==> config.mk <==
export PLATFORM = sky130hd
export DESIGN_NAME = id_ex_stage
export DESIGN_NICKNAME = d
export VERILOG_FILES = /design/src/rtl/id_ex_stage.sv
export SDC_FILE = /design/constraint.sdc
export NUM_CORES = 1
export LEC_CHECK = 0
export ABC_AREA = 1
export BUFFER_PORTS_ARGS = -buffer_cell sky130_fd_sc_hd__buf_2
export CAP_MARGIN = 20
export CORE_AREA = 2 2 149 151
export CTS_CLUSTER_DIAMETER = 120
export DETAILED_ROUTE_END_ITERATION = 7
export DIE_AREA = 0 0 151 153
export MAX_ROUTING_LAYER = met4
export PLACE_DENSITY = 0.72
export SLEW_MARGIN = 20
export SYNTH_ARGS = -nofsm -noshare
export SYNTH_HDL_FRONTEND = slang
export SYNTH_SLANG_ARGS = --single-unit
==> constraint.sdc <==
create_clock -name clk -period 1.4 [get_ports clk]
set_input_delay 0.21 -clock clk [delete_from_list [all_inputs] [get_ports clk]]
set_output_delay 0.21 -clock clk [all_outputs]
set_load 0.05 [all_outputs]
==> src/rtl/id_ex_stage.sv <==
// rtl/id_ex_stage.sv - ID/EX pipeline register with WB bypass, load-use stall and flush
module id_ex_stage #(
    parameter int CTRL_W = 8,
    parameter int CNT_W  = 16
) (
    input  logic              clk,
    input  logic              rst_n,
    input  logic              id_valid,
    input  logic [31:0]       id_pc,
    input  logic [4:0]        id_rs1,
    input  logic [4:0]        id_rs2,
    input  logic [4:0]        id_rd,
    input  logic              id_use_rs1,
    input  logic              id_use_rs2,
    input  logic [31:0]       id_imm,
    input  logic [CTRL_W-1:0] id_ctrl,
    input  logic              id_reg_write,
    input  logic              id_mem_read,
    input  logic              id_mem_write,
    input  logic [31:0]       rd1,
    input  logic [31:0]       rd2,
    input  logic              wb_we,
    input  logic [4:0]        wb_wa,
    input  logic [31:0]       wb_wd,
    input  logic              flush,
    output logic              stall,
    output logic              ex_valid,
    output logic [31:0]       ex_pc,
    output logic [31:0]       ex_imm,
    output logic [4:0]        ex_rs1,
    output logic [4:0]        ex_rs2,
    output logic [4:0]        ex_rd,
    output logic [31:0]       ex_op1,
    output logic [31:0]       ex_op2,
    output logic [CTRL_W-1:0] ex_ctrl,
    output logic              ex_reg_write,
    output logic              ex_mem_read,
    output logic              ex_mem_write,
    output logic [CNT_W-1:0]  stall_cnt,
    output logic [CNT_W-1:0]  flush_cnt
);

    logic [31:0] op1;
    logic [31:0] op2;
    logic        haz;
    logic        bubble;

    // Resolve operands: x0 reads zero, a same-cycle WB write overrides the stale regfile value
    always_comb begin
        op1 = rd1;
        op2 = rd2;
        if (id_rs1 == 5'd0)
            op1 = 32'd0;
        else if (wb_we && (wb_wa == id_rs1))
            op1 = wb_wd;
        if (id_rs2 == 5'd0)
            op2 = 32'd0;
        else if (wb_we && (wb_wa == id_rs2))
            op2 = wb_wd;
    end

    // Load in EX whose result the ID instruction needs; a flush makes the ID instruction irrelevant
    assign haz = ex_valid && ex_mem_read && (ex_rd != 5'd0) && id_valid &&
                 ((id_use_rs1 && (id_rs1 == ex_rd)) || (id_use_rs2 && (id_rs2 == ex_rd)));
    assign stall  = haz && !flush;
    assign bubble = flush || haz || !id_valid;

    // EX register: bubble on flush, hazard or empty ID, otherwise capture the decoded instruction
    always_ff @(posedge clk or negedge rst_n) begin
        if (!rst_n) begin
            ex_valid     <= 1'b0;
            ex_pc        <= 32'd0;
            ex_imm       <= 32'd0;
            ex_rs1       <= 5'd0;
            ex_rs2       <= 5'd0;
            ex_rd        <= 5'd0;
            ex_op1       <= 32'd0;
            ex_op2       <= 32'd0;
            ex_ctrl      <= '0;
            ex_reg_write <= 1'b0;
            ex_mem_read  <= 1'b0;
            ex_mem_write <= 1'b0;
        end else if (bubble) begin
            ex_valid     <= 1'b0;
            ex_pc        <= 32'd0;
            ex_imm       <= 32'd0;
            ex_rs1       <= 5'd0;
            ex_rs2       <= 5'd0;
            ex_rd        <= 5'd0;
            ex_op1       <= 32'd0;
            ex_op2       <= 32'd0;
            ex_ctrl      <= '0;
            ex_reg_write <= 1'b0;
            ex_mem_read  <= 1'b0;
            ex_mem_write <= 1'b0;
        end else begin
            ex_valid     <= 1'b1;
            ex_pc        <= id_pc;
            ex_imm       <= id_imm;
            ex_rs1       <= id_rs1;
            ex_rs2       <= id_rs2;
            ex_rd        <= id_rd;
            ex_op1       <= op1;
            ex_op2       <= op2;
            ex_ctrl      <= id_ctrl;
            ex_reg_write <= id_reg_write;
            ex_mem_read  <= id_mem_read;
            ex_mem_write <= id_mem_write;
        end
    end

    // Saturating event counters, cleared only by reset
    always_ff @(posedge clk or negedge rst_n) begin
        if (!rst_n) begin
            stall_cnt <= '0;
            flush_cnt <= '0;
        end else begin
            if (stall && (stall_cnt != {CNT_W{1'b1}}))
                stall_cnt <= stall_cnt + CNT_W'(1);
            if (flush && id_valid && (flush_cnt != {CNT_W{1'b1}}))
                flush_cnt <= flush_cnt + CNT_W'(1);
        end
    end

endmodule

# Word level (Yosys, flattened, before mapping)
# Index checks and enable logic that the tools add are counted.
dict set report word_totals {
  elab_cells 58
  reg_bits 187
  input_bits 198
  out_inout_bits 188
}
dict set report classes {
  n_reduce_logical 20
  n_mux 16
  n_eq_ne 6
  addsub 2
}
# operator count
set op_table {}
lappend op_table {{$mux 32} 8}
lappend op_table {{$add 16x1->16 const B} 2}
lappend op_table {{$ne 16x16->1 const B} 2}
lappend op_table {{$eq 5x5->1} 4}
lappend op_table {{$mux 5} 3}
lappend op_table {{$logic_and 1x1->1} 12}
lappend op_table {{$logic_not 5->1} 2}
lappend op_table {{$mux 8} 1}
lappend op_table {{$reduce_bool 5->1} 1}
lappend op_table {{$mux 1} 4}
lappend op_table {{$logic_or 1x1->1} 3}
lappend op_table {{$logic_not 1->1} 2}

# Longest topological paths before layout
# Gate-level depths: netlist (run 1).
dict set report logic_depth {
  ltp_word 7
  depth_mapped 11
  ltp_nobuf 11
}

# Worst setup path before layout (run 1)
# No wires, ideal clock.
dict set report synth_timing {
  path_kind {flip-flop to flip-flop}
  from {register stall_cnt[0]}
  to {register stall_cnt[10]}
  required_ns 1.334
  t_arrival_ns 1.813
  setup_ns 0.066
  path_stages_with_launch 9
  slack_ns -0.479
  path_cell_list {dfrtp_1 > ha_1 > nand3_1 > inv_1 > nand3_1 > nand4_2 > buf_2 > nand2_1 > nand2_1}
}
dict set report synth_between {
  elab_chain_len 2
  word_cells_on_any_way 3
  classes_between {add/sub (1); eq/ne (1); reduce/logical (1)}
}
# element line
set synth_rtl {}
lappend synth_rtl {{from (decl)} 39} ;# output logic [CNT_W-1:0] stall_cnt,
lappend synth_rtl {{from (signal assigned)} 119} ;# stall_cnt <= stall_cnt + CNT_W'(1);
lappend synth_rtl {{branches (longest 2 deep; another with $add 16x1->16)} -}
# Parallel ways; which one is timed is not known.
# A chain may end at the register's enable or synchronous reset.

# Final worst setup path (run 1)
dict set report layout_timing {
  from {register ex_rd[4]}
  to {output stall}
}
dict set report layout_between {
  elab_chain_len 5
  word_cells_on_any_way 10
  classes_between {eq/ne (2); reduce/logical (8)}
}
# element line
set layout_rtl {}
lappend layout_rtl {{from (decl)} 32} ;# output logic [4:0] ex_rd,
lappend layout_rtl {{from (signal assigned)} 102} ;# ex_rd <= id_rd;
lappend layout_rtl {{$eq 5x5->1 / $reduce_bool 5->1 (equally long branches)} {64, 63}}
lappend layout_rtl {{$logic_and 1x1->1, on equally long branches} {64, 63}}
lappend layout_rtl {{$logic_or 1x1->1 / $logic_and 1x1->1 (equally long branches)} {64, 63}}
lappend layout_rtl {{$logic_and 1x1->1 (*)} 63} ;# assign haz = ex_valid && ex_mem_read && (ex_rd != 5'd0) && id_valid &&
lappend layout_rtl {{$logic_and 1x1->1 (*)} 65} ;# assign stall = haz && !flush;
lappend layout_rtl {{to (decl)} 26} ;# output logic stall,
# Mark *: on every way between the ends. The rest lies on a longest branch, timed or not.

==> reports/qor.json, run 1 <==
{
  "sta": {
    "rsz0062_at_grt": "yes",
    "final_min_period_over_clock_period": 1.41,
    "finalHoldViolCount": 0,
    "final_setup_tns_ps": -74530,
    "timing.final.crit_period_ps": 1970,
    "report.final.slew_viol_count": 0,
    "worst_tran_pin_value_ps": 374,
    "skew_ps": 14.8,
    "worst_hold_slack_ps": 22.1,
    "fmaxAchievable_mhz": 507,
    "report.final.setup_viol": 186,
    "tightest_slew_margin_relative_to_the_limit": 0.749,
    "setup_slack_ps": -572
  },
  "yosys": {
    "synth.net_count": 1254,
    "syn_area_per_cell_sq_um": 8.09,
    "synth_top_cell_area_share": 0.548,
    "netlist_instances": 1054,
    "post_synth_main_area_contributors": "dfrtp_1 55%, inv_1 9.4%, nand2_1 8.4%, nor2_1 8.2%, nand4_1 5.1%",
    "ys.flop_type": "dfrtp_1",
    "async_flop_share": 1.00,
    "synth_warnings": 0,
    "synth_top_area_cell": "dfrtp_1",
    "post_synthesis_register_bit_count": 187,
    "synthesis.area_sq_um": 8530,
    "synth_enable_flop_cells": 0,
    "portion_of_the_post_synthesis_area_used_by_sequential_elements": 0.548,
    "synth_cell_type_count": 25
  },
  "floorplan": {
    "core_sq_um": 21500,
    "floorplan.die.height_microns": 153,
    "floorplan.io_pins": 386,
    "initial_utilization": 0.397,
    "design.die.area_sq_um": 23100,
    "num_rows": 54,
    "die-width_microns": 151
  },
  "worst_setup_path": {
    "worst-endpoint-required_ps": 1190,
    "critPathCaptureType": "primary output",
    "crit_type": "reg -> out",
    "timing.critical_path.cells": "inv_2, nand2_1, nand2_1, nor2_1, nand3_1, nand2_2, buf_12, nand3_4, clkinvlp_4, buf_12",
    "crit_path_end": "stall",
    "crit_path_top_delay_cell": "dfrtp_2",
    "cp.arrival_ps": 1760,
    "regToRegEndpoint": "ex_mem_read",
    "crit_fanout": 4,
    "critPathLaunchType": "flip-flop",
    "cp_slowest_stage_delay_ps": 400,
    "rr_startpoint": "ex_rd[2]",
    "rrSetupSlack_ps": -530,
    "worstRegToRegCells": 13,
    "critPathLaunch": "ex_rd[4]"
  },
  "global_routing": {
    "grt_start_max_net_pins": 51,
    "grtUsageTotal": 0.280,
    "number_of_antenna_violations_at_the_first_check_in_global_routing": 3,
    "globalRoute.totalOverflow": 0,
    "via_count_of_the_first_global_routing_pass": 9246,
    "first_pass_grt_wire_length_microns": 48100
  },
  "pwr": {
    "vdd_drop_max_uv": 680,
    "p_leak_nw": 8.31,
    "seq_power_share": 0.406,
    "p_sw_w": 0.00495,
    "power_switching_share": 0.343,
    "clkPwrFrac": 0.330,
    "combinational_share_of_power": 0.264,
    "totalPowerFinal_w": 0.0144,
    "p_int_w": 0.00947,
    "power-per-cell-area_nw_per_um2": 991
  },
  "route": {
    "post_detailed_routing_wire_length_microns": 33000,
    "detail_route.vias_per_cell": 4.92,
    "route.detailed.wl_per_inst_microns": 17.5,
    "detail_route.iter0.violations": 504,
    "vias": 9298,
    "route.antenna.remaining_nets": 0,
    "detail_route.first_pass.iterations": 8,
    "drc": 12
  },
  "finish": {
    "finalNetCount": 1792,
    "final_util": 0.678,
    "sequential_cell_area_sq_um": 4720,
    "most_frequent_standard_cell_in_the_layout_excluding_fill_and_tap_cells": "buf_2",
    "drive_gt1_frac": 0.495,
    "fillCellCount": 1586,
    "multi_input_comb_area_sq_um": 3670,
    "area.growth.synth_to_final_pct": 70.7,
    "commonest_cells_after_routing_fill_and_taps_aside": "359 x buf_2, 199 x inv_1, 171 x nand2_1"
  },
  "clock_tree": {
    "clock_tree_buffer_depth": 2,
    "root_buffer": "clkbuf_16",
    "htree_levels": 4,
    "clk_pin_slew_ps": 80,
    "clock_latency_ps": 440,
    "cts_buffers": 17,
    "cts_tree": "yes",
    "clock_sinks": 187
  },
  "placed_design": {
    "gp_routability_congestion": 0.881,
    "post-dp-hpwl_microns": 20500,
    "numPortBuffers": 385
  },
  "hold_path": {
    "hp-class": "in -> reg",
    "worstHoldPathCells": 3
  },
  "status": {
    "violations": "design-rule violations, negative setup slack",
    "outcome": "complete, but fails checks"
  },
  "flow_run": {
    "cap_viol_max_count": 0
  }
}
sequential cells by signal, indices dropped and copies added, names as in the netlist:
name          flops
ex_ctrl           8
ex_imm           32
ex_mem_read       1
ex_mem_write      1
ex_op1           32
ex_op2           32
ex_pc            32
ex_rd             5
ex_reg_write      1
ex_rs1            5
ex_rs2            5
ex_valid          1
flush_cnt        16
stall_cnt        16
worst max-delay path: cells and delay by family (launching register included):
family	cells	cell delay, ps
AND/OR/NAND/NOR	6	530
flip-flops	1	400
buffers and inverters	4	400
worst min path at each step:
stage | to | start
after floorplan | ex_ctrl[0] | rst_n
after global placement | ex_imm[18] | rst_n
after detailed placement | ex_pc[30] | rst_n
after CTS | ex_pc[11] | id_pc[11]
after global routing | ex_imm[27] | id_imm[27]
final | ex_imm[0] | id_imm[0]
kinds of logic (layout without fill, tap and decap cells):
logic type,after synthesis,count (layout),share of synthesized area
buffers and inverters,272,823,0.129
DFF,187,187,0.548
xor gates and xnor gates,27,27,0.0277
adders and majority gates,2,2,0.00293
and+or+nand+nor,555,555,0.284
other,0,3,0
AOI/OAI and AO/OA,11,11,0.00821
layer usage:
| metal | vias to the layer above | global-route usage | share of wire |
|---|---|---|---|
| met3 | 124 | 0.0499 | 0.070 |
| met5 | - | - | 0 |
| met4 | 0 | 0.130 | 0.048 |
| met2 | 514 | 0.476 | 0.52 |
| li1 | 4273 | - | - |
| met1 | 4387 | 0.318 | 0.36 |
stage by stage:
step / instances / area (sq um) / worst slack (ps)
floorplan: 1054 / 8710 / -157
global placement: 1752 / 11600 / -154
detailed placement: 1752 / 11600 / -195
CTS: 1875 / 14000 / -524
global route: 1888 / 14600 / -656
finish: 1888 / 14600 / -572
final cells by class:
cell class / instances / area share
multi-input cells: 595 / 0.252
inverters: 222 / 0.0580
diodes: 3 / 0.000516
clock inverters: 15 / 0.0103
flip-flops and latches: 187 / 0.324
repair buffers: 569 / 0.302
well taps: 280 / 0.0241
clock buffers: 17 / 0.0292
power by group through the flow:
stage	clock (W)	combinational, W	sequential, W
6_report	0.00476	0.00381	0.00586
2_1_floorplan	0	0.000755	0.00686
3_3_place_gp	0	0.00283	0.00591
3_5_place_dp	0	0.00287	0.00592
5_1_grt	0.00508	0.00403	0.00588
4_1_cts	0.00485	0.00347	0.00583
cell usage after synthesis (3+ instances only):
library cell	instances
xnor2_1	11
o21ai_0	4
clkbuf_1	24
xor2_1	16
nand2_1	192
nor3_1	14
inv_2	8
nor2_1	187
buf_2	8
dfrtp_1	187
inv_1	214
nand4_1	70
nor2_2	3
nand3_1	83
buf_4	18
o22ai_1	4
timing repair:
item,4_1_cts,5_1_grt
pin swaps,17,19
setup buffers,15,11
endpoints found under the setup margin,204,205
resized for setup,189,135
hold buffers,61,0
cloned,16,1
endpoints found under the hold margin,191,0
(Power assumes the default switching activity.)
==> run 2, diff against run 1 <==
Settings changed: BUFFER_PORTS_ARGS -buffer_cell sky130_fd_sc_hd__buf_2 to -buffer_cell sky130_fd_sc_hd__buf_4.
==> run 2 against run 1 <==
Against the previous run: the flow finishes with violations (negative setup slack); maximum frequency rose by 3.9%; global-route usage rose by 1.4 points; power rose by 5.4%; largest power group unchanged; via count rose by 1.2%; sequential power barely moved; sequential share of layout area fell by 2.8 points; critical endpoint unchanged; combinational power rose by 10%; largest cell class is now buffers; cell count rose by 0.21%; cell area rose by 9.3%.
==> reports/qor.json, run 2 (same netlist as run 1, synthesis figures left out) <==
{
  "global_routing": {
    "grtUsageTotal": {"value": 0.294, "change": "was 0.280"},
    "first_pass_grt_wire_length": {"value": 50400, "unit": "microns", "change": "was 48100 microns"},
    "globalRoute.totalOverflow": {"value": 0, "change": "unchanged"},
    "grt_start_max_net_pins": {"value": 43, "change": "was 51"},
    "number_of_antenna_violations_at_the_first_check_in_global_routing": {"value": 0, "change": "was 3"},
    "via_count_of_the_first_global_routing_pass": {"value": 9592, "change": "was 9246"}
  },
  "floorplan": {
    "initial_utilization": {"value": 0.397, "change": "unchanged"},
    "floorplan.io_pins": {"value": 386, "change": "unchanged"},
    "num_rows": {"value": 54, "change": "unchanged"},
    "design.die.area": {"value": 23100, "unit": "sq um", "change": "unchanged"},
    "floorplan.die.height": {"value": 153, "unit": "microns", "change": "unchanged"},
    "core": {"value": 21500, "unit": "sq um", "change": "unchanged"},
    "die-width": {"value": 151, "unit": "microns", "change": "unchanged"}
  },
  "worst_setup_path": {
    "crit_path_top_delay_cell": {"value": "dfrtp_2", "change": "unchanged"},
    "critPathBufInv": {"value": 2, "change": "was 4"},
    "worst-endpoint-required": {"value": 1190, "unit": "ps", "change": "about the same"},
    "cp_slowest_stage_delay": {"value": 420, "unit": "ps", "change": "was 400 ps"},
    "critPathLaunchType": {"value": "flip-flop", "change": "unchanged"},
    "critical_path.most_common_cell": "nand2_1",
    "crit_type": {"value": "reg -> out", "change": "unchanged"},
    "worstRegToRegCells": {"value": 13, "change": "unchanged"},
    "cp.arrival": {"value": 1690, "unit": "ps", "change": "was 1760 ps"},
    "timing.critical_path.cells": {"value": "nand2_1, nand2_1, nor2_2, nand3_1, nand2_2, nand3_4, clkinvlp_4, buf_8", "change": "was inv_2, nand2_1, nand2_1, nor2_1, nand3_1, nand2_2, buf_12, nand3_4, clkinvlp_4, buf_12"},
    "critPathCaptureType": {"value": "primary output", "change": "unchanged"},
    "critical-path-top-delay-family": {"value": "simple AND/OR/NAND/NOR gates", "change": "unchanged"},
    "regToRegEndpoint": {"value": "ex_rd[0]", "change": "was ex_mem_read"},
    "rrSetupSlack": {"value": -470, "unit": "ps", "change": "was -530 ps"},
    "rr_startpoint": {"value": "ex_rd[2]", "change": "unchanged"},
    "crit_fanout": {"value": 3, "change": "was 4"}
  },
  "sta": {
    "fmaxAchievable": {"value": 527, "unit": "MHz", "change": "was 507 MHz"},
    "skew": {"value": 14.2, "unit": "ps", "change": "was 14.8 ps"},
    "final_setup_tns": {"value": -67140, "unit": "ps", "change": "was -74530 ps"},
    "worst_tran_pin_value": {"value": 447, "unit": "ps", "change": "was 374 ps"},
    "report.final.setup_viol": {"value": 178, "change": "was 186"},
    "report.final.slew_viol_count": {"value": 0, "change": "unchanged"},
    "tightest_slew_margin_relative_to_the_limit": {"value": 0.702, "change": "was 0.749"},
    "timing.final.crit_period": {"value": 1900, "unit": "ps", "change": "was 1970 ps"},
    "setup_slack": {"value": -497, "unit": "ps", "change": "was -572 ps"},
    "finalHoldViolCount": {"value": 0, "change": "unchanged"},
    "rsz0062_at_grt": {"value": "yes", "change": "unchanged"},
    "final_min_period_over_clock_period": {"value": 1.36, "change": "was 1.41"}
  },
  "clock_tree": {
    "cts_buffers": {"value": 17, "change": "unchanged"},
    "clock_tree_buffer_depth": {"value": 2, "change": "unchanged"},
    "clock_sinks": {"value": 187, "change": "unchanged"},
    "htree_levels": {"value": 4, "change": "unchanged"},
    "clk_pin_slew": {"value": 80, "unit": "ps", "change": "about the same"},
    "clock_latency": {"value": 440, "unit": "ps", "change": "about the same"},
    "cts_tree": {"value": "yes", "change": "unchanged"},
    "root_buffer": {"value": "clkbuf_16", "change": "unchanged"}
  },
  "flow_run": {
    "cap_viol_max_count": {"value": 0, "change": "unchanged"}
  },
  "hold_path": {
    "hp-start": {"value": "id_ctrl[3]", "change": "was id_imm[0]"},
    "holdPathEnd": {"value": "ex_ctrl[3]", "change": "was ex_imm[0]"},
    "worstHoldPathCells": {"value": 3, "change": "unchanged"},
    "hp-class": {"value": "in -> reg", "change": "unchanged"}
  },
  "finish": {
    "sequential_cell_area": {"value": 4720, "unit": "sq um", "change": "unchanged"},
    "area.growth.synth_to_final": {"value": 86.6, "unit": "%", "change": "was 70.7%"},
    "fillCellCount": {"value": 1426, "change": "was 1586"},
    "finalInstanceArea": {"value": 15900, "unit": "sq um", "change": "was 14600 sq um"},
    "finalNetCount": {"value": 1799, "change": "was 1792"},
    "most_frequent_standard_cell_in_the_layout_excluding_fill_and_tap_cells": {"value": "buf_4", "change": "was buf_2"},
    "commonest_cells_after_routing_fill_and_taps_aside": {"value": "436 x buf_4, 198 x inv_1, 179 x nand2_1", "change": "was 359 x buf_2, 199 x inv_1, 171 x nand2_1"},
    "diodes": {"value": 0, "change": "was 3"},
    "final_util": {"value": 0.741, "change": "was 0.678"},
    "multi_input_comb_area": {"value": 4050, "unit": "sq um", "change": "was 3670 sq um"},
    "drive_gt1_frac": {"value": 0.506, "change": "was 0.495"}
  },
  "pwr": {
    "seq_power_share": {"value": 0.386, "change": "was 0.406"},
    "power-per-cell-area": {"value": 955, "unit": "nW/um^2", "change": "was 991 nW/um^2"},
    "p_int": {"value": 0.0101, "unit": "W", "change": "was 0.00947 W"},
    "vdd_drop_max": {"value": 721, "unit": "uV", "change": "was 680 uV"},
    "p_sw": {"value": 0.00507, "unit": "W", "change": "was 0.00495 W"},
    "clkPwrFrac": {"value": 0.338, "change": "was 0.330"},
    "p_leak": {"value": 8.52, "unit": "nW", "change": "was 8.31 nW"},
    "power_switching_share": {"value": 0.334, "change": "was 0.343"},
    "combinational_share_of_power": {"value": 0.276, "change": "was 0.264"}
  },
  "placed_design": {
    "gp_routability_congestion": {"value": 0.898, "change": "was 0.881"},
    "post-dp-hpwl": {"value": 21200, "unit": "microns", "change": "was 20500 microns"},
    "dpl_cell_area": {"value": 12600, "unit": "sq um", "change": "was 11600 sq um"},
    "numPortBuffers": {"value": 385, "change": "unchanged"}
  },
  "route": {
    "drc": {"value": 0, "change": "was 12"},
    "vias": {"value": 9408, "change": "was 9298"},
    "detail_route.first_pass.iterations": {"value": 8, "change": "unchanged"},
    "route.antenna.remaining_nets": {"value": 0, "change": "unchanged"},
    "detail_route.iter0.violations": {"value": 545, "change": "was 504"},
    "detail_route.vias_per_cell": {"value": 4.97, "change": "was 4.92"},
    "route.detailed.wl_per_inst": {"value": 18.7, "unit": "microns", "change": "was 17.5 microns"},
    "post_detailed_routing_wire_length": {"value": 35300, "unit": "microns", "change": "was 33000 microns"}
  },
  "status": {
    "outcome": {"value": "complete, but fails checks", "change": "unchanged"},
    "violations": {"value": "negative setup slack", "change": "was design-rule violations, negative setup slack"}
  }
}
[run 2: routing by layer]
layer / up-vias / wire (microns) / track usage
met1: 4455 / 12500 / 0.336
met3: 121 / 2950 / 0.0615
met4: 0 / 1560 / 0.130
li1: 4287 / - / -
met2: 545 / 18300 / 0.495
met5: - / 0 / -
[run 2: power by group through the flow]
| stage | registers [W] | logic (W) | clock network [W] |
|---|---|---|---|
| after global routing | 0.00589 | 0.00442 | 0.00542 |
| after floorplan | 0.00686 | 0.000755 | 0 |
| after global placement | 0.00592 | 0.00317 | 0 |
| after detailed placement | 0.00593 | 0.00320 | 0 |
| after CTS | 0.00583 | 0.00378 | 0.00518 |
| final | 0.00587 | 0.00419 | 0.00514 |
[run 2: worst register-to-register path: cells and delay by family, from the launching register on]
| family | cells | cell delay (ps) |
|---|---|---|
| flip-flops | 1 | 420 |
| buffers and inverters | 5 | 720 |
| AND/OR/NAND/NOR | 8 | 670 |
[run 2: cell type report]
cell class	count	area share
multi-input cells	596	0.255
repair buffers	575	0.335
flip-flops and latches	187	0.297
clock inverters	14	0.0113
inverters	222	0.0529
clock buffers	18	0.0276
well taps	280	0.0220
[run 2: worst max path at each step]
| stage | from | end | slack, ps | cells after the start |
|---|---|---|---|---|
| 6_report | ex_rd[2] | stall | -500 | 8 |
| 2_1_floorplan | ex_rd[4] | ex_op1[22] | -160 | 11 |
| 3_3_place_gp | ex_rd[1] | ex_op2[19] | -170 | 9 |
| 3_5_place_dp | ex_rd[0] | ex_op1[11] | -210 | 9 |
| 5_1_grt | ex_rd[2] | stall | -590 | 9 |
| 4_1_cts | ex_rd[4] | stall | -460 | 8 |
[run 2: what timing repair did]
action / in CTS / in global routing
setup buffers: 24 / 8
setup endpoints to repair: 191 / 200
hold endpoints to repair: 86 / 0
hold buffers: 53 / 0
pin swaps: 41 / 53
gates resized for setup: 188 / 215
cloned: 18 / 6
[run 2: stage by stage]
stage                     hold WS [ps]  cells  worst slack (ps)  total power [W]
final                             17.9   1892              -497           0.0152
after global routing              18.3   1892              -588           0.0157
after CTS                         1.02   1888              -457           0.0148
after detailed placement           201   1762              -211          0.00913
after global placement             196   1762              -168          0.00909
after floorplan                  -85.6   1054              -157          0.00761
